[src/rtl/mc_control_unit_pkg.sv]
// Shared types and constants for the multi-cycle MIPS main control FSM.
package mc_ctrl_pkg;

   typedef enum logic [3:0] {
      S_FETCH  = 4'd0,
      S_DECODE = 4'd1,
      S_MEMADR = 4'd2,
      S_MEMRD  = 4'd3,
      S_MEMWB  = 4'd4,
      S_MEMWR  = 4'd5,
      S_EXEC   = 4'd6,
      S_ALUWB  = 4'd7,
      S_BRANCH = 4'd8,
      S_ADDIEX = 4'd9,
      S_ADDIWB = 4'd10,
      S_JUMP   = 4'd11
   } state_e;

   localparam logic [5:0] OP_RTYPE = 6'd0;
   localparam logic [5:0] OP_LW    = 6'd35;
   localparam logic [5:0] OP_SW    = 6'd43;
   localparam logic [5:0] OP_BEQ   = 6'd4;
   localparam logic [5:0] OP_ADDI  = 6'd8;
   localparam logic [5:0] OP_J     = 6'd2;

   localparam logic [1:0] ALUOP_ADD   = 2'b00;
   localparam logic [1:0] ALUOP_SUB   = 2'b01;
   localparam logic [1:0] ALUOP_FUNCT = 2'b10;

   localparam logic [1:0] SRCB_B      = 2'b00;
   localparam logic [1:0] SRCB_FOUR   = 2'b01;
   localparam logic [1:0] SRCB_IMM    = 2'b10;
   localparam logic [1:0] SRCB_IMM_SH = 2'b11;

   localparam logic [1:0] PCSRC_ALU    = 2'b00;
   localparam logic [1:0] PCSRC_ALUOUT = 2'b01;
   localparam logic [1:0] PCSRC_JUMP   = 2'b10;

   typedef struct packed {
      logic       pc_write;
      logic       pc_write_cond;
      logic       iord;
      logic       mem_read;
      logic       mem_write;
      logic       ir_write;
      logic       mem_to_reg;
      logic       reg_dst;
      logic       reg_write;
      logic       alu_src_a;
      logic [1:0] alu_src_b;
      logic [1:0] alu_op;
      logic [1:0] pc_source;
   } ctrl_t;

endpackage

[src/rtl/mc_control_unit_if.sv]
// Control bundle between the main FSM (master) and the datapath (slave).
interface mc_control_unit_if;
   logic [5:0] opcode;
   logic       mem_ready;
   logic       PCWrite;
   logic       PCWriteCond;
   logic       IorD;
   logic       MemRead;
   logic       MemWrite;
   logic       IRWrite;
   logic       MemtoReg;
   logic       RegDst;
   logic       RegWrite;
   logic       ALUSrcA;
   logic [1:0] ALUSrcB;
   logic [1:0] ALUOp;
   logic [1:0] PCSource;
   logic       illegal_op;
   logic [3:0] state_dbg;

   modport master (
      input  opcode, mem_ready,
      output PCWrite, PCWriteCond, IorD, MemRead, MemWrite, IRWrite,
             MemtoReg, RegDst, RegWrite, ALUSrcA, ALUSrcB, ALUOp,
             PCSource, illegal_op, state_dbg
   );

   modport slave (
      output opcode, mem_ready,
      input  PCWrite, PCWriteCond, IorD, MemRead, MemWrite, IRWrite,
             MemtoReg, RegDst, RegWrite, ALUSrcA, ALUSrcB, ALUOp,
             PCSource, illegal_op, state_dbg
   );
endinterface

[src/rtl/mc_control_unit.sv]
// Multi-cycle MIPS main control: Moore FSM with a memory-ready stall and a
// one-cycle illegal-opcode pulse out of DECODE.
module mc_control_unit
   import mc_ctrl_pkg::*;
#(
   parameter bit MEM_WAIT_EN = 1'b1,
   parameter bit ENABLE_ADDI = 1'b1,
   parameter bit ENABLE_JUMP = 1'b1
) (
   input logic               clk,
   input logic               reset,
   mc_control_unit_if.master bus
);

   state_e     state_q, state_d;
   logic [5:0] op_q, op_d;
   ctrl_t      ctl;
   logic       illegal;
   logic       mem_done;

   assign mem_done = bus.mem_ready || !MEM_WAIT_EN;

   always_comb begin
      state_d = state_q;
      op_d    = op_q;
      ctl     = '0;
      illegal = 1'b0;
      case (state_q)
         S_FETCH: begin
            ctl.mem_read  = 1'b1;
            ctl.alu_src_b = SRCB_FOUR;
            ctl.alu_op    = ALUOP_ADD;
            ctl.pc_source = PCSRC_ALU;
            if (mem_done) begin
               ctl.ir_write = 1'b1;
               ctl.pc_write = 1'b1;
               state_d      = S_DECODE;
            end
         end
         S_DECODE: begin
            ctl.alu_src_b = SRCB_IMM_SH;
            op_d          = bus.opcode;
            illegal       = 1'b1;
            state_d       = S_FETCH;
            case (bus.opcode)
               OP_RTYPE:     begin illegal = 1'b0; state_d = S_EXEC;   end
               OP_LW, OP_SW: begin illegal = 1'b0; state_d = S_MEMADR; end
               OP_BEQ:       begin illegal = 1'b0; state_d = S_BRANCH; end
               OP_ADDI: if (ENABLE_ADDI) begin illegal = 1'b0; state_d = S_ADDIEX; end
               OP_J:    if (ENABLE_JUMP) begin illegal = 1'b0; state_d = S_JUMP;   end
               default: ;
            endcase
         end
         S_MEMADR: begin
            ctl.alu_src_a = 1'b1;
            ctl.alu_src_b = SRCB_IMM;
            // Latched opcode: the IR input may already be changing here.
            state_d = (op_q == OP_LW) ? S_MEMRD : S_MEMWR;
         end
         S_MEMRD: begin
            ctl.mem_read = 1'b1;
            ctl.iord     = 1'b1;
            if (mem_done) state_d = S_MEMWB;
         end
         S_MEMWB: begin
            ctl.reg_write  = 1'b1;
            ctl.mem_to_reg = 1'b1;
            state_d        = S_FETCH;
         end
         S_MEMWR: begin
            ctl.mem_write = 1'b1;
            ctl.iord      = 1'b1;
            if (mem_done) state_d = S_FETCH;
         end
         S_EXEC: begin
            ctl.alu_src_a = 1'b1;
            ctl.alu_src_b = SRCB_B;
            ctl.alu_op    = ALUOP_FUNCT;
            state_d       = S_ALUWB;
         end
         S_ALUWB: begin
            ctl.reg_write = 1'b1;
            ctl.reg_dst   = 1'b1;
            state_d       = S_FETCH;
         end
         S_BRANCH: begin
            ctl.alu_src_a     = 1'b1;
            ctl.alu_src_b     = SRCB_B;
            ctl.alu_op        = ALUOP_SUB;
            ctl.pc_write_cond = 1'b1;
            ctl.pc_source     = PCSRC_ALUOUT;
            state_d           = S_FETCH;
         end
         S_ADDIEX: begin
            ctl.alu_src_a = 1'b1;
            ctl.alu_src_b = SRCB_IMM;
            state_d       = S_ADDIWB;
         end
         S_ADDIWB: begin
            ctl.reg_write = 1'b1;
            state_d       = S_FETCH;
         end
         S_JUMP: begin
            ctl.pc_write  = 1'b1;
            ctl.pc_source = PCSRC_JUMP;
            state_d       = S_FETCH;
         end
         default: state_d = S_FETCH;
      endcase
      // Reset silences every strobe immediately, aborting any in-flight access.
      if (reset) begin
         ctl     = '0;
         illegal = 1'b0;
      end
   end

   always_ff @(posedge clk) begin
      if (reset) begin
         state_q <= S_FETCH;
         op_q    <= '0;
      end else begin
         state_q <= state_d;
         op_q    <= op_d;
      end
   end

   assign bus.PCWrite     = ctl.pc_write;
   assign bus.PCWriteCond = ctl.pc_write_cond;
   assign bus.IorD        = ctl.iord;
   assign bus.MemRead     = ctl.mem_read;
   assign bus.MemWrite    = ctl.mem_write;
   assign bus.IRWrite     = ctl.ir_write;
   assign bus.MemtoReg    = ctl.mem_to_reg;
   assign bus.RegDst      = ctl.reg_dst;
   assign bus.RegWrite    = ctl.reg_write;
   assign bus.ALUSrcA     = ctl.alu_src_a;
   assign bus.ALUSrcB     = ctl.alu_src_b;
   assign bus.ALUOp       = ctl.alu_op;
   assign bus.PCSource    = ctl.pc_source;
   assign bus.illegal_op  = illegal;
   assign bus.state_dbg   = reset ? 4'd0 : state_q;

endmodule

[src/flat_wrapper.sv]
// flat-port wrapper written by rule: the top's interface ports become plain ports
module mc_control_unit_flat import mc_ctrl_pkg::*;
#(
   parameter bit MEM_WAIT_EN = 1'b1,
   parameter bit ENABLE_ADDI = 1'b1,
   parameter bit ENABLE_JUMP = 1'b1
)
  (clk, reset, bus_opcode, bus_mem_ready, bus_PCWrite, bus_PCWriteCond, bus_IorD, bus_MemRead, bus_MemWrite, bus_IRWrite, bus_MemtoReg, bus_RegDst, bus_RegWrite, bus_ALUSrcA, bus_ALUSrcB, bus_ALUOp, bus_PCSource, bus_illegal_op, bus_state_dbg);
  mc_control_unit_if bus_i ();
  input logic clk;
  input logic reset;
  input wire logic [$bits(bus_i.opcode)-1:0] bus_opcode;
  input wire logic [$bits(bus_i.mem_ready)-1:0] bus_mem_ready;
  output wire logic [$bits(bus_i.PCWrite)-1:0] bus_PCWrite;
  output wire logic [$bits(bus_i.PCWriteCond)-1:0] bus_PCWriteCond;
  output wire logic [$bits(bus_i.IorD)-1:0] bus_IorD;
  output wire logic [$bits(bus_i.MemRead)-1:0] bus_MemRead;
  output wire logic [$bits(bus_i.MemWrite)-1:0] bus_MemWrite;
  output wire logic [$bits(bus_i.IRWrite)-1:0] bus_IRWrite;
  output wire logic [$bits(bus_i.MemtoReg)-1:0] bus_MemtoReg;
  output wire logic [$bits(bus_i.RegDst)-1:0] bus_RegDst;
  output wire logic [$bits(bus_i.RegWrite)-1:0] bus_RegWrite;
  output wire logic [$bits(bus_i.ALUSrcA)-1:0] bus_ALUSrcA;
  output wire logic [$bits(bus_i.ALUSrcB)-1:0] bus_ALUSrcB;
  output wire logic [$bits(bus_i.ALUOp)-1:0] bus_ALUOp;
  output wire logic [$bits(bus_i.PCSource)-1:0] bus_PCSource;
  output wire logic [$bits(bus_i.illegal_op)-1:0] bus_illegal_op;
  output wire logic [$bits(bus_i.state_dbg)-1:0] bus_state_dbg;
  assign bus_i.opcode = bus_opcode;
  assign bus_i.mem_ready = bus_mem_ready;
  assign bus_PCWrite = bus_i.PCWrite;
  assign bus_PCWriteCond = bus_i.PCWriteCond;
  assign bus_IorD = bus_i.IorD;
  assign bus_MemRead = bus_i.MemRead;
  assign bus_MemWrite = bus_i.MemWrite;
  assign bus_IRWrite = bus_i.IRWrite;
  assign bus_MemtoReg = bus_i.MemtoReg;
  assign bus_RegDst = bus_i.RegDst;
  assign bus_RegWrite = bus_i.RegWrite;
  assign bus_ALUSrcA = bus_i.ALUSrcA;
  assign bus_ALUSrcB = bus_i.ALUSrcB;
  assign bus_ALUOp = bus_i.ALUOp;
  assign bus_PCSource = bus_i.PCSource;
  assign bus_illegal_op = bus_i.illegal_op;
  assign bus_state_dbg = bus_i.state_dbg;
  mc_control_unit #(.MEM_WAIT_EN(MEM_WAIT_EN), .ENABLE_ADDI(ENABLE_ADDI), .ENABLE_JUMP(ENABLE_JUMP)) u_core (.clk(clk), .reset(reset), .bus(bus_i));
endmodule
[config.mk]
export PLATFORM = sky130hd
export DESIGN_NAME = mc_control_unit_flat
export DESIGN_NICKNAME = d
export VERILOG_FILES = /design/src/rtl/mc_control_unit_pkg.sv /design/src/rtl/mc_control_unit_if.sv /design/src/rtl/mc_control_unit.sv /design/src/flat_wrapper.sv
export SDC_FILE = /design/constraint.sdc
export NUM_CORES = 1
export LEC_CHECK = 0
export ABC_AREA = 1
export CAP_MARGIN = 10
export CORE_MARGIN = 3
export CORE_UTILIZATION = 39
export DETAILED_ROUTE_END_ITERATION = 10
export GPL_TIMING_DRIVEN = 0
export PLACE_DENSITY = 0.75
export SYNTH_ARGS = -nofsm -noshare
export SYNTH_HDL_FRONTEND = slang
export SYNTH_SLANG_ARGS = --single-unit
[constraint.sdc]
create_clock -name clk -period 0.9 [get_ports clk]
set_input_delay 0.09 -clock clk [delete_from_list [all_inputs] [get_ports clk]]
set_output_delay 0.09 -clock clk [all_outputs]
set_load 0.005 [all_outputs]
* Yosys cells after proc, flatten, opt, wreduce, memory -nomap -nowiden
Index checks and enable logic that the tools add are counted.
Storage, ports and cells: flip-flop bits (word level) 10, input port bits 9, output and inout bits 21, logic and storage cells 57
Cells by class: eq/ne operators 20, muxes and demuxes 25, reduce and logical (&&, ||, !) cells 10
Operators with widths (number):
- case mux 4 bit (7 select lines) | 1
- case mux 4 bit (5 select lines) | 1
- equality test 6 bit, second input constant | 3
- equality test 4 x 3 -> 1 bit, second input constant | 4
- equality test 4 bit, second input constant | 4
- 2-to-1 mux 16 bit | 1
- 2-to-1 mux 4 bit | 4
- 2-to-1 mux 1 bit | 13
- equality test 4 x 2 -> 1 bit, second input constant | 2
- case mux 2 bit (2 select lines) | 2
- OR reduction 2 bit | 4
- equality test 6 x 2 -> 1 bit, second input constant | 1
- equality test 6 x 3 -> 1 bit, second input constant | 1
- equality test 6 x 4 -> 1 bit, second input constant | 1
- logical NOT 6 bit | 1
- != test 2 bit, second input constant | 3
- case mux 2 bit (3 select lines) | 1
- OR reduction 6 bit | 1
- equality test 4 x 1 -> 1 bit, second input constant | 1
- logical NOT 4 bit | 1
- OR reduction 4 bit | 1
- 2-to-1 mux 3 bit | 1
- AND reduction 3 bit | 1
- OR reduction 3 bit | 1
- case mux 1 bit (2 select lines) | 1

* Longest topological paths before layout
word-level depth 5, gate-level depth with buffers 9, gate-level depth less buffers 9

* Worst setup path before layout
Ideal clock, no wire load.
path kind register -> output, from register u_core.state_q[0], to output bus_PCSource[0], data arrival time 1034 ps, data required time 810 ps, setup slack -224 ps, cell stages (with the launch flop) 5, path buffers 1, cell sequence dfxtp_1 -> nor2_1 -> inv_1 -> nor3_1 -> buf_4
On the way: longest elaborated chain between the ends 3, elaborated cells on any way between the ends 4, those cells by class 2 x eq/ne; 2 x mux
RTL lines:
- start: declaration | RTL line mc_control_unit.sv:15 | state_e state_q, state_d;
- start signal: assignment | RTL line mc_control_unit.sv:122 | state_q <= state_d;
- equality test 4 bit | RTL line mc_control_unit.sv:28 | case (state_q)
- case mux 2 bit (2 select lines) (*) | RTL line mc_control_unit.sv:28
- 2-to-1 mux 16 bit (*) | RTL line mc_control_unit.sv:111 | if (reset) begin
- end: declaration | RTL line flat_wrapper.sv:26 | output wire logic [$bits(bus_i.PCSource)-1:0] bus_PCSource;
Every way passes the cells marked *; elsewhere a longest branch is shown, timed or not.

* Final worst setup path
from register u_core.state_q[0], to output bus_ALUSrcB[1]
On the way: longest elaborated chain between the ends 4, elaborated cells on any way between the ends 7, those cells by class 3 x eq/ne; 2 x mux; 2 x reduce/logical
RTL lines:
- equality test 4 x 2 -> 1 bit / equality test 4 bit (equally long branches) | RTL line mc_control_unit.sv:28
- OR reduction 2 bit (no source line)
- case mux 2 bit (3 select lines) (*) | RTL line mc_control_unit.sv:28
- 2-to-1 mux 16 bit (*) | RTL line mc_control_unit.sv:111
- end: declaration | RTL line flat_wrapper.sv:24 | output wire logic [$bits(bus_i.ALUSrcB)-1:0] bus_ALUSrcB;
Marked as above.

==> results.md <==
* Outcome: finished with violations
* Violated checks: negative setup slack
* Number of iterations in the first detailed-routing pass at 4
* Antenna violations before repair at 0
* Internal power consumption at 927 µW
* Share of layout cells above drive strength 1 at 52.0%
* Endpoint of the worst-slack reg-to-reg timing path: u_core.state_q[2]
* Pin slew with the least headroom to its limit at 530 ps
* Min cycle time layout at 1480 ps
* Antenna Violating Nets Remaining at 0
* Ant. Diodes at 0
* CTS sink count at 10
* Ranking of synthesized cells by area: sky130_fd_sc_hd__dfxtp_1 (24%), sky130_fd_sc_hd__nor2_1 (15%), sky130_fd_sc_hd__nand2_1 (14%)
* Top-level port count at 30
* Horizontal die dimension at 51.8 µm
* DRC viols at 0
* Max-cap check violation count at 0
* Hold WS at 271 ps
* Number of cells after detailed placement at 197
* Launch point of the worst path: u_core.state_q[0]
* Post-synthesis instance area at 818 µm²
* Overall routing resource usage at 26.1%
* Post-placement worst setup slack at -803 ps
* Sequential Area at 215 µm²
* CTS Hold Buffers Added at 0
* Peak clock frequency supported by timing at 0.674 GHz
* Final clock period utilization by the worst path at 165%
* Cell variety after synth at 21
* Maximum number of pins on one net before global-route repair at 11
* Critical path class: reg2out
* Detailed placement HPWL at 1950 µm
* RR Startpoint: u_core.state_q[3]
* # setup viols final at 31
* Startpoint type of the worst setup path: register
* CTS Buffer Depth at 2
* Total vias in the final route at 1178
* Floorplan Core Area at 1860 µm²
* Critical path destination: bus_ALUSrcB[1]
* Synth Register Bits at 10
* Final Worst Setup Slack at -584 ps
* DRT Wirelength at 3420 µm
* Number of standard cells in the layout, taps in and fillers out at 221
* Final hold viol count at 0
* Worst reg2reg path depth at 9
* Remaining Overflow, GRT at 0
* Combinational share of power at 40.1%
* Number of nets in the layout at 206
* Worst supply voltage drop on vdd at 1.15 mV
* Effective utilization at floorplan at 44.0%
* Clock tree from TritonCTS: done
* Layout-stage area growth over the synthesis result at 74.3%
* Fill cells at 116
* Class of the worst hold path: in2reg
* Worst slew margin relative to its limit at 64.7%
* Total clock buffers created by CTS at 3
* Maximum fanout encountered on the critical timing path at 5
* Clock Skew at 3.79 ps
* Data required, critical path at 810 ps
* Proportion of synthesized flip-flops having asynchronous set or reset at 0%
* CP arrival at 1390 ps
* Final slew viol count at 0
* Predominant post-synthesis flop cell: sky130_fd_sc_hd__dfxtp_1
* Power per cell area at 1040 nW/µm²
* Synthesized area divided by synthesized cell count at 5.68 µm²
* Root Buffer Master: sky130_fd_sc_hd__clkbuf_4
* DR vias/cell at 5.33
* Clock Power Share at 22.5%
* Net count after synthesis at 153
* Worst skew pair latency at 270 ps
* Number of port buffers at 28
* Type of element capturing the critical path: primary output
* Vertical extent of the die at 51.8 µm
* DRC marker count from the first detailed-route iteration at 64
* Most frequent cell after synthesis: sky130_fd_sc_hd__nor2_1
* Synth warn at 0
* Fraction of power spent switching nets at 37.6%
* Overall die area at 2680 µm²
* Gp weighted congestion at 0.850
* Number of instances in the synthesized netlist at 144
* Clock slew at reported path FFs at 70 ps
* Most frequent cells after synthesis: sky130_fd_sc_hd__nor2_1 (32), sky130_fd_sc_hd__nand2_1 (31), sky130_fd_sc_hd__inv_1 (17)
* Row cnt at 15
* Detailed-route wire length per cell at 15.5 µm
* Global-route wire length before repair at 5100 µm
* Sequential power share at 37.3%
* Leading area contributor after synthesis: sky130_fd_sc_hd__dfxtp_1
* RSZ-0062 raised after global routing: yes
* Leakage power total at 0.744 nW
* Switch Pwr at 559 µW
* Area of the multi-input gates at 674 µm²
* Minimum setup slack among reg-to-reg paths at -460 ps
* Portion of the post-synthesis area used by sequential elements at 24.5%
* Number of enable flip-flop cells after synthesis at 0
* Vias in the first global route at 1102
* H-tree lvl count at 1
* Share of the synthesized area in the top cell type at 24.5%
==> how the worst min path moves through the flow <==
stage / endpoint / depth (start not counted) / startpoint / slack (ps)
floorplan: u_core.op_q[0] / 2 / bus_opcode[0] / 220
finish: u_core.state_q[1] / 4 / reset / 270
global placement: u_core.op_q[0] / 2 / u_core.op_q[0] / 480
detailed placement: u_core.op_q[0] / 2 / u_core.op_q[0] / 490
CTS: u_core.state_q[2] / 4 / reset / 230
global route: u_core.state_q[1] / 4 / reset / 290
==> registers in the layout, summed over array words and instances, names as in the netlist <==
name and cells:
u_core.op_q 6, u_core.state_q 4
==> cell usage in the layout (no fill, tap or decap), types with 3 or more instances in the layout <==
master / instances
sky130_fd_sc_hd__inv_1: 9
sky130_fd_sc_hd__dfxtp_1: 6
sky130_fd_sc_hd__a21oi_1: 6
sky130_fd_sc_hd__dfxtp_4: 4
sky130_fd_sc_hd__nor2_2: 5
sky130_fd_sc_hd__clkdlybuf4s50_1: 7
sky130_fd_sc_hd__nor2_4: 8
sky130_fd_sc_hd__buf_6: 7
sky130_fd_sc_hd__buf_4: 17
sky130_fd_sc_hd__nand3_1: 11
sky130_fd_sc_hd__nand2_2: 10
sky130_fd_sc_hd__inv_2: 9
sky130_fd_sc_hd__nor2_1: 22
sky130_fd_sc_hd__nand2_4: 3
sky130_fd_sc_hd__nor3_2: 3
sky130_fd_sc_hd__nand2_1: 21
sky130_fd_sc_hd__o21ai_1: 6
sky130_fd_sc_hd__buf_2: 20
sky130_fd_sc_hd__clkbuf_4: 3
sky130_fd_sc_hd__nand3_2: 3
sky130_fd_sc_hd__a21oi_2: 4
==> power groups by stage <==
stage          Clock [mW]  Sequential [mW]  Combinational (mW)
6_report            0.335            0.555               0.597
5_1_grt             0.369            0.557               0.640
4_1_cts             0.343            0.551               0.537
3_5_place_dp            0            0.552               0.455
3_3_place_gp            0            0.550               0.444
2_1_floorplan           0            0.544               0.291
==> worst max-delay path, cell delays in order (launching register included) <==
cell and delay [ps]:
sky130_fd_sc_hd__dfxtp_4 440, sky130_fd_sc_hd__inv_1 80, sky130_fd_sc_hd__nor2_1 160, sky130_fd_sc_hd__nand2_2 120, sky130_fd_sc_hd__a31oi_1 180, sky130_fd_sc_hd__buf_2 150
==> cell type report <==
type / instances / share of cell area, %
tap: 25 / 2.19
sequential: 10 / 15.1
inverter: 21 / 6.93
multi-input combinational: 109 / 47.3
buffer: 4 / 1.93
timing repair buffer: 48 / 24.7
clock buffer: 4 / 1.84
==> stage by stage <==
step / power (mW) / instance area (µm²) / TNS [ps] / utilization [%]
after global placement: 0.993 / 1160 / -13670 / 62.5
final: 1.49 / 1430 / -11910 / 76.8
after global routing: 1.57 / 1430 / -13760 / 76.8
after detailed placement: 1.01 / 1160 / -14380 / 62.5
after floorplan: 0.835 / 850 / -1260 / -
after CTS: 1.43 / 1370 / -11240 / 73.9
==> cell families after synthesis <==
logic type             Yosys count  synth area share [%]
AND/OR/NAND/NOR                 91                  51.1
buffers and inverters           25                  13.0
AO/OA/AOI/OAI                   18                  11.5
flip-flops                      10                  24.5
==> routing by layer <==
metal | global-route usage [%] | vias to the layer above | part of all wire (%) | routed length [µm]
li1 | - | 560 | - | -
met5 | 0 | - | 0 | 0
met1 | 30.4 | 527 | 40 | 1360
met2 | 43.6 | 76 | 47 | 1620
met4 | 17.5 | 0 | 4.6 | 156
met3 | 4.01 | 15 | 8.2 | 282
==> timing repair <==
action                     in CTS  in global routing
setup buffers                  14                  6
setup endpoints to repair      31                 31
resized for setup             135                 10
pin swaps                      21                 12
No activity file was read; power rests on OpenSTA's default activity.
